==> config.mk <==
export PLATFORM = sky130hd
export DESIGN_NAME = wdt_timer_flat
export DESIGN_NICKNAME = d
export VERILOG_FILES = /design/src/rtl/wdt_timer_if.sv /design/src/rtl/wdt_timer.sv /design/src/flat_wrapper.sv
export SDC_FILE = /design/constraint.sdc
export NUM_CORES = 1
export LEC_CHECK = 0
export BUFFER_PORTS_ARGS = -buffer_cell sky130_fd_sc_hd__buf_2
export CELL_PAD_IN_SITES_DETAIL_PLACEMENT = 0
export CELL_PAD_IN_SITES_GLOBAL_PLACEMENT = 1
export CORE_MARGIN = 2
export CORE_UTILIZATION = 45
export CTS_BUF_LIST = sky130_fd_sc_hd__clkbuf_2
export DETAILED_ROUTE_END_ITERATION = 10
export PLACE_DENSITY = 0.82
export SYNTH_ARGS = -nofsm -noshare
export SYNTH_HDL_FRONTEND = slang
export SYNTH_SLANG_ARGS = --single-unit
==> constraint.sdc <==
create_clock -name clk -period 4.5 [get_ports clk]
set_clock_uncertainty 0.2 [all_clocks]
set_input_delay 0.9 -clock clk [delete_from_list [all_inputs] [get_ports clk]]
set_output_delay 0.9 -clock clk [all_outputs]
set_load 0.01 [all_outputs]
==> src/rtl/wdt_timer_if.sv <==
// Register bus between the CPU and the watchdog timer.
// Master drives write strobe/address/data; slave returns readback.
interface wdt_timer_if #(
   parameter int TIMER_W = 32
);
   logic               reg_we;
   logic [1:0]         reg_addr;
   logic [TIMER_W-1:0] reg_wdata;
   logic [TIMER_W-1:0] reg_rdata;

   modport master (
      output reg_we,
      output reg_addr,
      output reg_wdata,
      input  reg_rdata
   );

   modport slave (
      input  reg_we,
      input  reg_addr,
      input  reg_wdata,
      output reg_rdata
   );
endinterface

==> src/rtl/wdt_timer.sv <==
// Watchdog timer: counts while enabled, raises a sticky level
// interrupt when the count reaches WTOCNT unless kicked first.
module wdt_timer #(
   parameter int TIMER_W = 32
) (
   input  logic           clk,
   input  logic           rst,
   wdt_timer_if.slave     bus,
   output logic           WDT_interrupt
);

   typedef enum logic [1:0] {
      S_IDLE    = 2'd0,
      S_COUNT   = 2'd1,
      S_TIMEOUT = 2'd2
   } state_e;

   localparam logic [1:0] A_WDEN   = 2'd0;
   localparam logic [1:0] A_WDLIVE = 2'd1;
   localparam logic [1:0] A_WTOCNT = 2'd2;
   localparam logic [1:0] A_STATUS = 2'd3;

   state_e             state_q, state_d;
   logic [TIMER_W-1:0] cnt_q, cnt_d;
   logic [TIMER_W-1:0] wtocnt_q, wtocnt_d;
   logic               wden_q, wden_d;
   logic               irq_q, irq_d;

   logic wr_wden;
   logic wr_wtocnt;
   logic kick;
   logic dis;
   logic en;
   logic expired;

   assign wr_wden   = bus.reg_we && (bus.reg_addr == A_WDEN);
   assign wr_wtocnt = bus.reg_we && (bus.reg_addr == A_WTOCNT);
   assign kick      = bus.reg_we && (bus.reg_addr == A_WDLIVE)
                      && bus.reg_wdata[0];
   assign dis       = wr_wden && !bus.reg_wdata[0];
   assign en        = wr_wden && bus.reg_wdata[0];
   // Compare against the live WTOCNT so lowering it times out promptly.
   assign expired   = (cnt_q >= wtocnt_q);

   always_comb begin
      wden_d   = wden_q;
      wtocnt_d = wtocnt_q;
      if (wr_wden) begin
         wden_d = bus.reg_wdata[0];
      end
      if (wr_wtocnt) begin
         wtocnt_d = bus.reg_wdata;
      end
   end

   always_comb begin
      state_d = state_q;
      cnt_d   = cnt_q;
      unique case (state_q)
         S_IDLE: begin
            cnt_d = '0;
            if (en) begin
               state_d = S_COUNT;
            end
         end
         S_COUNT: begin
            if (dis) begin
               state_d = S_IDLE;
               cnt_d   = '0;
            end else if (kick) begin
               cnt_d = '0;
            end else if (expired) begin
               state_d = S_TIMEOUT;
            end else begin
               cnt_d = cnt_q + TIMER_W'(1);
            end
         end
         S_TIMEOUT: begin
            if (dis) begin
               state_d = S_IDLE;
               cnt_d   = '0;
            end else if (kick) begin
               state_d = S_COUNT;
               cnt_d   = '0;
            end
         end
         default: begin
            state_d = S_IDLE;
            cnt_d   = '0;
         end
      endcase
      irq_d = (state_d == S_TIMEOUT);
   end

   always_ff @(posedge clk or negedge rst) begin
      if (!rst) begin
         state_q  <= S_IDLE;
         cnt_q    <= '0;
         wden_q   <= 1'b0;
         wtocnt_q <= '1;
         irq_q    <= 1'b0;
      end else begin
         state_q  <= state_d;
         cnt_q    <= cnt_d;
         wden_q   <= wden_d;
         wtocnt_q <= wtocnt_d;
         irq_q    <= irq_d;
      end
   end

   assign WDT_interrupt = irq_q;

   always_comb begin
      bus.reg_rdata = '0;
      unique case (bus.reg_addr)
         A_WDEN:   bus.reg_rdata = {{(TIMER_W-1){1'b0}}, wden_q};
         A_WDLIVE: bus.reg_rdata = '0;
         A_WTOCNT: bus.reg_rdata = wtocnt_q;
         A_STATUS: bus.reg_rdata = {{(TIMER_W-2){1'b0}}, state_q};
         default:  bus.reg_rdata = '0;
      endcase
   end

endmodule

==> src/flat_wrapper.sv <==
// flat-port wrapper written by rule: the top's interface ports become plain ports
module wdt_timer_flat 
#(
   parameter int TIMER_W = 32
)
  (clk, rst, WDT_interrupt, bus_reg_we, bus_reg_addr, bus_reg_wdata, bus_reg_rdata);
  wdt_timer_if #(.TIMER_W(TIMER_W)) bus_i ();
  input  logic clk;
  input  logic rst;
  output logic WDT_interrupt;
  input wire logic [$bits(bus_i.reg_we)-1:0] bus_reg_we;
  input wire logic [$bits(bus_i.reg_addr)-1:0] bus_reg_addr;
  input wire logic [$bits(bus_i.reg_wdata)-1:0] bus_reg_wdata;
  output wire logic [$bits(bus_i.reg_rdata)-1:0] bus_reg_rdata;
  assign bus_i.reg_we = bus_reg_we;
  assign bus_i.reg_addr = bus_reg_addr;
  assign bus_i.reg_wdata = bus_reg_wdata;
  assign bus_reg_rdata = bus_i.reg_rdata;
  wdt_timer #(.TIMER_W(TIMER_W)) u_core (.clk(clk), .rst(rst), .bus(bus_i), .WDT_interrupt(WDT_interrupt));
endmodule
==> parameters.txt <==
Parameter                              Value

Clock tree
  Count of buffers added by post-CTS timing repair for setup ... 0
  Clock-pin slew reported for the worst setup and hold paths after clock tree synthesis ... 0.20 ns
  Number of H-tree levels ... 3
  Clock sink total ... 68
  CTS tree ... done
  Clock latency on the worst-skew pair ... 0.49 ns
  Clock buffer depth ... 2
  Number of gates given a new drive strength after cts ... 0
  Number of hold buffers added after cts ... 0
  Root buf cell ... sky130_fd_sc_hd__clkbuf_2
  Number of buffers created by CTS ... 9

Setup path
  CP delay by family, top ... simple AND/OR/NAND/NOR gates
  Required time worst endpoint ... 4.75 ns
  Crit. End Element ... flip-flop
  Critical register-to-register path endpoint ... u_core.cnt_q[11]$_DFFE_PN0P_
  Critical path class ... flip-flop to flip-flop
  RR Startpoint ... u_core.wtocnt_q[0]$_DFFE_PN1P_
  Cell-by-cell trace of the critical path ... ha_1 > nand2b_1 > a2111oi_0 > nand4b_1 > nand3_1 > a21oi_2 > nand3_2 > or4_2 > nand2_1
  Startpoint type of the worst setup path ... flip-flop
  Arrival time at the worst endpoint ... 3.74 ns
  Critical Path Max Stage Delay ... 0.67 ns
  CP Depth ... 9
  Worst Setup SP ... u_core.wtocnt_q[0]$_DFFE_PN1P_
  Number of cell instances on the worst register-to-register path ... 9
  Worst-path fanout max ... 24
  R2R setup slack ... 1.01 ns
  Crit path buf inv count ... 0
  Slowest library cell on the worst path ... sky130_fd_sc_hd__or4_2

Detailed routing
  Via Count ... 3292
  Average wire per cell in the routed design ... 15.2 um
  Number of DRC markers in iteration 0 ... 127
  Number of nets still failing antenna checks after routing ... 0
  Number of design rule violations left after detail routing ... 0
  1st-pass router iterations ... 4
  Via-to-Cell Ratio ... 5.36
  Detailed Route WL ... 9330 um

Die
  Chip width ... 100 um
  Starting Density ... 0.459
  I/O pins ... 70
  Area of the die ... 10100 sq um
  Core Box Area ... 9110 sq um
  Number of cell rows ... 35
  Chip Height ... 100 um

Power and ir drop
  Flop pwr share ... 0.542
  Largest vdd supply drop ... 148 uV
  Proportion of power drawn by combinational gates ... 0.214
  Int Pwr ... 0.999 mW
  Power Dens Cells ... 304 nW/um^2
  Switch share ... 0.310
  Leak pwr ... 2.34 nW
  Part of the power in the clock network ... 0.244
  P_sw ... 0.448 mW

Global route
  Antenna violations before repair ... 0
  Sum of overflow across all layers after global routing ... 0
  Global-route usage over all layers ... 0.203
  Wire length of the first global-routing pass ... 16000 um
  Vias in the first global route ... 3417
  Largest net degree at the start of global routing ... 36

Finish
  Layout Utilization ... 0.522
  Relative area change from synthesis to final layout ... 13.8%
  Number of inserted diodes ... 0
  Share of final-layout standard cells stronger than drive strength 1 ... 0.340
  Count of nets after finishing ... 568

Logic synthesis
  Fraction of the yosys area taken by sequential cells ... 0.417
  Number of warnings issued by yosys ... 0
  Most instantiated flip-flop cell in the synthesis netlist ... sky130_fd_sc_hd__dfrtp_1
  Asr flop ratio synth ... 1.00
  Number of enable-type register cells in the synthesized netlist ... 0
  Post-Syn Nets ... 497
  Post-Syn Area per Cell ... 9.79 sq um
  FF+latch count, synth ... 68
  Post-synthesis instance total ... 427
  Number of distinct library cells after synthesis ... 55
  Mapped cell area ... 4180 sq um

Run status
  Result of the run ... finished clean

Min path
  Worst hold path type ... primary input to asynchronous set/reset pin

STA
  Highest clock frequency the design can meet ... 286 MHz
  Fraction of the cycle the final worst path needs ... 0.776
  Final Max Tran Viols ... 0
  Count of final setup violators ... 0
  Slew at the pin with the worst max-slew slack ... 0.770 ns
  Max transition margin ... 0.487
  Count of endpoints failing hold in the final timing report ... 0
  Unrepaired setup endpoints after global routing ... no
  Final-layout setup total negative slack ... 0 ns
  Final Critical Period ... 3.49 ns

Place
  DPL Wire Length ... 6970 um
  Final weighted congestion in routability-driven placement ... 0.802
  Number of port buffers ... 69

Job
  Reported max-cap violation count ... 0
-- flip-flops by register name, summed over array words and instances, names as in the netlist --
name / flops
u_core.WDT_interrupt: 1
u_core.state_q: 2
u_core.cnt_q: 32
u_core.wden_q: 1
u_core.wtocnt_q: 32
-- cells in the final DEF (no fill, tap or decap), drive strengths merged, types with 4 or more instances in the layout --
master	count
buf	75
inv	45
dfrtp	36
mux2	33
ha	33
dfstp	32
and2	31
nand2	27
a21oi	25
nor2	23
nand3	19
o21ai	15
nand4	13
clkbuf	10
xor2	9
or3	8
or4	8
nand2b	7
xnor2	6
o211ai	5
and3	5
clkinv	4
-- final cells by class --
class | instances | area, sq um
clock buffer | 10 | 50.0
clock inverter | 6 | 55.1
fill | 816 | 4350
inverter | 45 | 169
multi-input combinational | 299 | 2210
sequential | 68 | 1740
tap | 111 | 139
timing repair buffer | 75 | 390
-- worst max path at each step --
stage                                        end  slack (ns)
floorplan           u_core.cnt_q[16]$_DFFE_PN0P_        1.46
global placement    u_core.cnt_q[11]$_DFFE_PN0P_        1.17
detailed placement  u_core.cnt_q[11]$_DFFE_PN0P_        1.07
CTS                 u_core.cnt_q[11]$_DFFE_PN0P_        1.02
global route        u_core.cnt_q[27]$_DFFE_PN0P_        0.72
finish              u_core.cnt_q[11]$_DFFE_PN0P_        1.01
-- cells in the mapped netlist, types with 3 or more instances --
library cell	instances	area, sq um
sky130_fd_sc_hd__a21oi_1	24	120
sky130_fd_sc_hd__clkbuf_1	9	33.8
sky130_fd_sc_hd__and2_1	31	194
sky130_fd_sc_hd__nand2b_1	7	43.8
sky130_fd_sc_hd__nand2_1	26	97.6
sky130_fd_sc_hd__nand4_1	11	68.8
sky130_fd_sc_hd__buf_1	4	15.0
sky130_fd_sc_hd__o211ai_1	5	37.5
sky130_fd_sc_hd__ha_1	33	413
sky130_fd_sc_hd__nor2_1	23	86.3
sky130_fd_sc_hd__xnor2_1	6	52.6
sky130_fd_sc_hd__dfstp_2	32	841
sky130_fd_sc_hd__and3_1	3	18.8
sky130_fd_sc_hd__or4_1	6	45.0
sky130_fd_sc_hd__or3_1	7	43.8
sky130_fd_sc_hd__mux2_2	33	372
sky130_fd_sc_hd__nand3_1	18	90.1
sky130_fd_sc_hd__inv_1	45	169
sky130_fd_sc_hd__dfrtp_1	36	901
sky130_fd_sc_hd__xor2_1	9	78.8
sky130_fd_sc_hd__mux2i_1	3	30.0
sky130_fd_sc_hd__o21ai_0	15	75.1
-- routing by layer --
| metal | vias to the layer above | share of wire | wire, um | GRT usage |
|---|---|---|---|---|
| li1 | 1619 | - | - | - |
| met4 | 0 | 0.018 | 167 | 0.0653 |
| met3 | 12 | 0.030 | 278 | 0.0369 |
| met5 | - | 0 | 0 | 0 |
| met1 | 1600 | 0.42 | 3950 | 0.240 |
| met2 | 61 | 0.53 | 4930 | 0.372 |
-- power by group through the flow --
stage	clock network [mW]	logic, mW	registers (mW)
after floorplan	0	0.219	0.772
after global placement	0	0.304	0.790
after detailed placement	0	0.315	0.796
after CTS	0.365	0.318	0.785
after global routing	0.396	0.361	0.797
final	0.353	0.310	0.784
-- through the flow --
stage	total power [mW]	hold WS, ns	worst slack [ns]	area [sq um]	cells
final	1.45	0.273	1.01	4760	614
after global routing	1.55	0.256	0.720	4760	614
after CTS	1.47	0.244	1.02	4760	614
after detailed placement	1.11	0.314	1.07	4650	598
after global placement	1.09	0.315	1.17	4650	598
after floorplan	0.990	0.280	1.46	4180	427
-- cell families after synthesis --
| kind of cell | after synthesis | share of synthesized area |
|---|---|---|
| xor gates and xnor gates | 15 | 0.0314 |
| and+or+nand+nor | 155 | 0.215 |
| buffers and inverters | 60 | 0.0545 |
| DFF | 68 | 0.417 |
| AOI/OAI and AO/OA | 60 | 0.0877 |
| adders and majority gates | 33 | 0.0987 |
| muxes | 36 | 0.0961 |
No activity file was read; power rests on OpenSTA's default activity.
